===== src/rtl/pipe_stage.sv =====
// Valid/ready pipeline stage: either a two-entry skid buffer with registered in_ready,
// or a single entry whose in_ready passes through from out_ready.
module pipe_stage #(
  parameter int unsigned   DW      = 32,
  parameter logic [255:0]  RST_VAL = 32'h00000013,
  parameter int unsigned   SKID    = 1
) (
  input  logic          clk,
  input  logic          rst,
  input  logic          flush,
  input  logic          in_valid,
  output logic          in_ready,
  input  logic [DW-1:0] in_data,
  output logic          out_valid,
  input  logic          out_ready,
  output logic [DW-1:0] out_data,
  output logic [1:0]    occ
);

  localparam logic [DW-1:0] LP_RST_VAL = RST_VAL[DW-1:0];

  logic          r_live;
  logic          r_m_vld;
  logic [DW-1:0] r_m_dat;
  logic          w_s_vld;
  logic [DW-1:0] w_s_dat;
  logic          w_acc;
  logic          w_rel;

  assign w_acc = in_valid && in_ready;
  assign w_rel = r_m_vld && out_ready && !flush;

  // r_live keeps in_ready low during reset without routing rst into the handshake.
  always_ff @(posedge clk or negedge rst) begin
    if (!rst) begin
      r_live  <= 1'b0;
      r_m_vld <= 1'b0;
      r_m_dat <= LP_RST_VAL;
    end else begin
      r_live <= 1'b1;
      if (flush) begin
        r_m_vld <= 1'b0;
        r_m_dat <= LP_RST_VAL;
      end else if (!r_m_vld) begin
        if (w_acc) begin
          r_m_vld <= 1'b1;
          r_m_dat <= in_data;
        end
      end else if (w_s_vld) begin
        if (w_rel) r_m_dat <= w_s_dat;
      end else if (w_rel) begin
        if (w_acc) r_m_dat <= in_data;
        else       r_m_vld <= 1'b0;
      end
    end
  end

  generate
    if (SKID != 0) begin : g_skid
      logic          r_s_vld;
      logic [DW-1:0] r_s_dat;

      // S only fills when M is held and cannot drain this cycle.
      always_ff @(posedge clk or negedge rst) begin
        if (!rst) begin
          r_s_vld <= 1'b0;
          r_s_dat <= LP_RST_VAL;
        end else if (flush) begin
          r_s_vld <= 1'b0;
          r_s_dat <= LP_RST_VAL;
        end else if (r_s_vld) begin
          if (w_rel) r_s_vld <= 1'b0;
        end else if (r_m_vld && w_acc && !w_rel) begin
          r_s_vld <= 1'b1;
          r_s_dat <= in_data;
        end
      end

      assign w_s_vld  = r_s_vld;
      assign w_s_dat  = r_s_dat;
      assign in_ready = r_live && !r_s_vld && !flush;
    end else begin : g_pass
      assign w_s_vld  = 1'b0;
      assign w_s_dat  = '0;
      assign in_ready = r_live && (!r_m_vld || out_ready) && !flush;
    end
  endgenerate

  assign out_valid = r_m_vld;
  assign out_data  = r_m_vld ? r_m_dat : LP_RST_VAL;
  assign occ       = {1'b0, r_m_vld} + {1'b0, w_s_vld};

endmodule


===== config.mk =====
export PLATFORM = sky130hd
export DESIGN_NAME = pipe_stage
export DESIGN_NICKNAME = d
export VERILOG_FILES = /design/src/rtl/pipe_stage.sv
export SDC_FILE = /design/constraint.sdc
export NUM_CORES = 1
export LEC_CHECK = 0
export CORE_MARGIN = 5
export CORE_UTILIZATION = 34
export CTS_BUF_LIST = sky130_fd_sc_hd__clkbuf_4
export DETAILED_ROUTE_END_ITERATION = 10
export PLACE_DENSITY_LB_ADDON = 0.08
export SLEW_MARGIN = 30
export SYNTH_ARGS = -nofsm -noshare
export SYNTH_HDL_FRONTEND = slang
export SYNTH_SLANG_ARGS = --single-unit

===== constraint.sdc =====
create_clock -name clk -period 4.1 [get_ports clk]
set_input_delay 0.82 -clock clk [delete_from_list [all_inputs] [get_ports clk]]
set_output_delay 0.82 -clock clk [all_outputs]
set_load 0.03 [all_outputs]

# == Word level (Yosys, flattened, before mapping) ==
# Cells that the tools add are included.
# Widths: inputs -> output; s select.
# op_classes
addsub,1
n_mul,0
div_mod_pow,0
magnitude_cmp,0
n_eq_ne,2
shift,0
muxes,19
bitwise,0
reduce_logical,12
# ops
op,count
$mux 32,10
$mux 1,9
$logic_and 1x1->1,7
$logic_not 1->1,3
$ne 3x2->1 const B,1
$add 1x1->2,1
$ne 2x2->1 const B,1
$reduce_and 2->1,1
$reduce_bool 2->1,1
# totals
register_bits,67
latchBits,0
ram_bits,0
mem_bits_ro,0
in_bits,37
out_inout_bits,36
memories,0

# == Logic depth before layout (Yosys ltp) ==
# Gate-level depths: netlist of the first run.
# logic_depth
word_depth,9
depth_mapped,7

# == Worst setup path before layout of the first run ==
# OpenSTA, ideal clock, no wires.
# synth_timing
path_type,input-to-output
startpoint,input flush
endpoint,output in_ready
t_arrival_ps,1746
required_ps,3280
setup_slack_ps,1534
path_stages,2
path_cell_list,clkbuf_1 nor3b_1
# synth_via
elab_chain_len,2
# synth_lines
element,line_no,text
"start, declared",10,"input logic flush,"
$logic_not 1->1,81,assign in_ready = r_live && !r_s_vld && !flush;
$logic_and 1x1->1,81,
"end, declared",12,"output logic in_ready,"
# Every way passes these cells.

# == Worst setup path after layout of the first run ==
# layout_timing
startpoint,register r_m_vld (netlist: out_valid)
endpoint,output occ[0]
# layout_via
elab_chain_len,1
# layout_lines
element,line_no,text
"start, declared",23,logic r_m_vld;
"start signal, assigned",37,r_m_vld <= 1'b0;
"start signal, assigned",42,r_m_vld <= 1'b0;
"start signal, assigned",46,r_m_vld <= 1'b1;
$add 1x1->2,91,"assign occ = {1'b0, r_m_vld} + {1'b0, w_s_vld};"
"end, declared",17,output logic [1:0] occ
# Every way passes these cells.

==> metrics.yaml, run 1 <==
final_layout:
  syn2layout_area_growth_pct: 23.8
  fin_util: 0.432
  layout-drive-gt1-share: 0.130
  final_cells: 608
  fill_cells: 1089
  final_nets: 501
  n_antenna_cell: 0
  final_cell_area_um2: 4700
die:
  die_w_um: 116
  num_rows: 38
  boundaryPins: 73
  die-height_um: 116
  dieArea_um2: 13400
  start_util: 0.349
  coreArea_um2: 10900
grt:
  grt_pass1_vias: 3408
  grt_max_degree: 68
  antenna_found_initial: 0
  grt_pass1_wl_um: 18200
  grt-ovfl-total: 0
  grt_util_all_layers: 0.173
power:
  power_mw: 1.34
  clkPwrFrac: 0.376
  p_sw_uw: 352
  p_int_uw: 992
  ir_drop_mv: 0.228
  seqPwrFrac: 0.514
  comb_power_share: 0.110
  power_density_nw_per_um2: 286
  p_leak_nw: 2.00
  sw_frac_of_total: 0.262
synth:
  syn-num-nets: 451
  synth.largest_area_cell: "dfrtp_1"
  synthTopCellsByCount: "nand2_1, dfrtp_1, and2_1"
  synthMuxAreaShare: 0
  yosys.area_share.xor_xnor: 0
  synth.area.top_cells: "dfrtp_1, nand2_1, o2111ai_1, o211ai_2, nand3b_1"
  synthCells: 413
  seq_area_frac_synth: 0.444
  synth_fa_ha_area_frac: 0.00330
  async_reset_ff_frac: 1.00
  yosysMostFrequentCell: "nand2_1"
  syn_area_per_cell_um2: 9.19
  syn_area_um2: 3800
  ys_seq_elements: 67
  synthFlopType: "dfrtp_1"
  synth.distinct_cells: 33
  synth_compound_area_frac: 0.254
  synth_top_area_frac: 0.402
  synth_edf_count: 0
  yosys.area_share.simple: 0.237
  synth_top_family_by_area: "compound AO/OA/AOI/OAI gates"
  yosys_warnings: 0
clocking:
  tritoncts: "done"
  postCtsHoldBufs: 0
  cts_setup_buffers: 0
  cts_sinks: 67
  ctsLongestPathBuffers: 2
  clkLatencyLatePin_ps: 410
  cts-buffers-inserted: 9
  h-tree-depth: 3
  cts_root_buffer: "clkbuf_4"
  post_cts_resized: 0
  clkTransAtPathRegs_ps: 120
drt:
  drc: 0
  viasPerCell: 5.42
  wl_um: 11100
  drt_iter0_drc: 148
  vias: 3296
  routedWlPerCell_um: 18.3
  final_antenna_net_count: 0
  first_pass_iters: 4
placement:
  dp_slack_ps: 1080
  gp_congestion: 0.743
  dp.cells: 592
  dp_hpwl_um: 6340
  place_area_um2: 4540
  portBuffers: 72
worst_setup_path:
  arrival_ps: 2270
  critPathRequiredTime_ps: 3280
  cp_max_fo: 30
  rr_worst_depth: 5
  crit_path_end_kind: "output port"
  path_class: "reg -> out"
  start_kind: "flip-flop"
timing:
  tightest_slew_ps: 865
  fin_skew_ps: 15.1
  whs_ps: 391
  max_freq_mhz: 324
  finalSetupTns_ps: 0
  setup_viol_count_final: 0
  relSlewSlack: 0.422
  fin_ws_ps: 1010
  period_minus_slack_ps: 3090
  hold_violations: 0
  fin_crit_sh: 0.753
  slew_viol_final: 0
  rsz0062_at_grt: "no"
hold_path:
  hp-class: "in -> async"
flow_run:
  maxCapViolations: 0
run_status:
  status: "complete, no violations"
[per-layer routing]
metal / track usage / wire length [µm] / vias up
met1: 0.226 / 5090 / 1612
li1: - / - / 1583
met2: 0.289 / 5310 / 88
met4: 0.0449 / 184 / 0
met5: 0 / 0 / -
met3: 0.0407 / 518 / 13
[worst paths after layout]
check                                              from                       endpoint  slack [ps]
worst min-delay path                                rst  g_skid.r_s_dat[5]$_DFFE_PN0P_         390
worst max-delay path                out_valid$_DFF_PN0_                         occ[0]        1010
worst max register to register      out_valid$_DFF_PN0_        r_m_dat[23]$_DFFE_PN0P_        1870
min in group clk                r_m_dat[23]$_DFFE_PN0P_        r_m_dat[23]$_DFFE_PN0P_         520
max in group asynchronous                           rst            out_valid$_DFF_PN0_        3220
worst min register to register  r_m_dat[23]$_DFFE_PN0P_        r_m_dat[23]$_DFFE_PN0P_         520
[sequential cells by signal, summed over array words and instances (netlist names)]
name / cells
out_valid: 1
g_skid.r_s_vld: 1
r_live: 1
r_m_dat: 32
g_skid.r_s_dat: 32
[final cells by class]
cell class | instances | area [µm²] | area share
clock inverters | 6 | 80.1 | 0.0170
clock buffers | 10 | 75.1 | 0.0160
well taps | 140 | 175 | 0.0373
multi-input cells | 305 | 1910 | 0.406
flip-flops and latches | 67 | 1690 | 0.359
repair buffers | 80 | 777 | 0.165
[worst max-delay path, cell delays in order, from the launching register on]
cell and delay (ps):
dfrtp_2 650, buf_4 280, ha_1 280, clkdlybuf4s50_1 660
[cells by family after synthesis]
logic type | after synthesis
flops | 67
fa+ha+maj | 1
buf+inv | 41
other cells | 1
compound gates | 131
simple gates | 172
[power groups by stage]
| stage | Combinational, mW | Sequential [mW] | Clock, mW |
|---|---|---|---|
| global placement | 0.149 | 0.702 | 0 |
| floorplan | 0.0756 | 0.696 | 0 |
| detailed placement | 0.149 | 0.703 | 0 |
| CTS | 0.150 | 0.690 | 0.522 |
| global route | 0.162 | 0.693 | 0.545 |
| finish | 0.148 | 0.690 | 0.505 |
[cells in the final DEF (no fill, tap or decap), drive strengths merged]
cell type	n
a211oi	1
a21oi	30
a31oi	1
and2	30
and2b	1
buf	10
bufinv	2
clkbuf	10
clkdlybuf4s50	70
clkinv	3
clkinvlp	1
conb	1
dfrtp	61
dfstp	6
ha	1
nand2	98
nand2b	5
nand3b	29
nand4bb	1
nor2	6
nor3b	1
nor4bb	1
o2111ai	29
o211ai	32
o21a	3
o21ai	35
No activity file was read; power rests on OpenSTA's default activity.
==> run 2: changes to the inputs <==
- clock period: 4.1 -> 2.55 ns (I/O delays scaled with it)
==> run 2 against run 1 <==
  * Sequential share of layout area is 0.098 points higher
  * Combinational power grew 71%
  * Global-route usage is essentially flat
==> metrics.yaml, run 2 (same netlist as run 1, synthesis figures left out) <==
drt:
  drt_iter0_drc: 144
  final_antenna_net_count: 0
  drc: 0
  wl_um: 11100
  routedWlPerCell_um: 18.1
  first_pass_iters: 4
  vias: 3253
  viasPerCell: 5.30
die:
  die-height_um: 116
  num_rows: 38
  start_util: 0.349
  coreArea_um2: 10900
  dieArea_um2: 13400
  boundaryPins: 73
  die_w_um: 116
timing:
  slew_viol_final: 0
  fin_skew_ps: 22.8
  finalSetupTns_ps: 0
  setup_viol_count_final: 0
  period_minus_slack_ps: 2430
  fin_ws_ps: 123
  relSlewSlack: 0.580
  fin_crit_sh: 0.952
  whs_ps: 24.1
  max_freq_mhz: 412
  tightest_slew_ps: 628
  rsz0062_at_grt: "no"
  hold_violations: 0
final_layout:
  layout_commonest_cell: "nand2_1"
  top_regs: "g_skid.r_s_dat x32, r_m_dat x32"
  final_nets: 508
  layout-drive-gt1-share: 0.205
  fin_util: 0.430
  n_antenna_cell: 0
  syn2layout_area_growth_pct: 23.4
  final_cell_mix: "nand2_1, dfrtp_1, buf_4"
  fill_cells: 1094
worst_setup_path:
  crit_path_end_kind: "output port"
  cp-startpoint: "out_valid$_DFF_PN0_"
  arrival_ps: 1920
  cp_max_fo: 10
  r2r_end: "r_m_dat[7]$_DFFE_PN0P_"
  path_class: "reg -> out"
  start_kind: "flip-flop"
  critPathCapture: "occ[0]"
  rr_worst_depth: 5
  critPathRequiredTime_ps: 2040
  reg2reg_from: "out_valid$_DFF_PN0_"
  rrSetupSlack_ps: 770
power:
  ir_drop_mv: 0.165
  power_mw: 1.94
  power_density_nw_per_um2: 413
  p_leak_nw: 2.09
clocking:
  cts_sinks: 67
  cts-buffers-inserted: 9
  cts_setup_buffers: 0
  tritoncts: "done"
  postCtsHoldBufs: 0
  ctsLongestPathBuffers: 2
  post_cts_resized: 0
  clkLatencyLatePin_ps: 410
  clkTransAtPathRegs_ps: 130
  cts_root_buffer: "clkbuf_4"
  h-tree-depth: 3
grt:
  grt_max_degree: 62
  grt-ovfl-total: 0
  antenna_found_initial: 0
  grt_pass1_wl_um: 18100
  grt_pass1_vias: 3350
  grt_util_all_layers: 0.172
hold_path:
  hp-class: "in -> async"
placement:
  dp_slack_ps: 302
  gp_congestion: 0.733
  dp_hpwl_um: 6710
  portBuffers: 72
flow_run:
  maxCapViolations: 0
run_status:
  status: "complete, no violations"
==> run 2: final cells by class <==
class | count | area, µm² | share of cell area
multi-input cells | 305 | 1910 | 0.407
flip-flops and latches | 67 | 1680 | 0.360
repair buffers | 87 | 821 | 0.175
well taps | 140 | 175 | 0.0374
clock buffers | 10 | 75.1 | 0.0160
clock inverters | 5 | 21.3 | 0.00454
==> run 2: per-stage QoR <==
step | std cells | cell area (µm²)
5_1_grt | 614 | 4680
4_1_cts | 614 | 4680
2_1_floorplan | 413 | 3800
3_3_place_gp | 599 | 4580
3_5_place_dp | 599 | 4590
6_report | 614 | 4680
==> run 2: worst max-delay path, cell delays in order (launching register included) <==
cell,delay [ps]
dfrtp_1,520
ha_1,340
clkdlybuf4s50_1,660
==> run 2: worst min-delay path by stage <==
stage	endpoint	slack, ps	cells past startpoint
floorplan	g_skid.r_s_dat[10]$_DFFE_PN0P_	210	0
global placement	r_m_dat[2]$_DFFE_PN0P_	490	1
detailed placement	r_m_dat[2]$_DFFE_PN0P_	490	1
CTS	r_m_dat[2]$_DFFE_PN0P_	30	1
global route	g_skid.r_s_dat[2]$_DFFE_PN0P_	60	1
finish	g_skid.r_s_dat[2]$_DFFE_PN0P_	20	1
==> run 2: layer usage <==
| layer | wire length, µm | vias to the layer above | global-route usage |
|---|---|---|---|
| li1 | - | 1589 | - |
| met1 | 5200 | 1579 | 0.231 |
| met2 | 5300 | 75 | 0.287 |
| met3 | 485 | 10 | 0.0272 |
| met4 | 103 | 0 | 0.0534 |
| met5 | 0 | - | 0 |
==> run 2: power breakdown <==
group,total [mW],internal (mW),switching [mW]
sequential,1.11,1.09,0.0196
clock,0.577,0.194,0.383
combinational,0.253,0.115,0.138
total,1.94,1.40,0.540
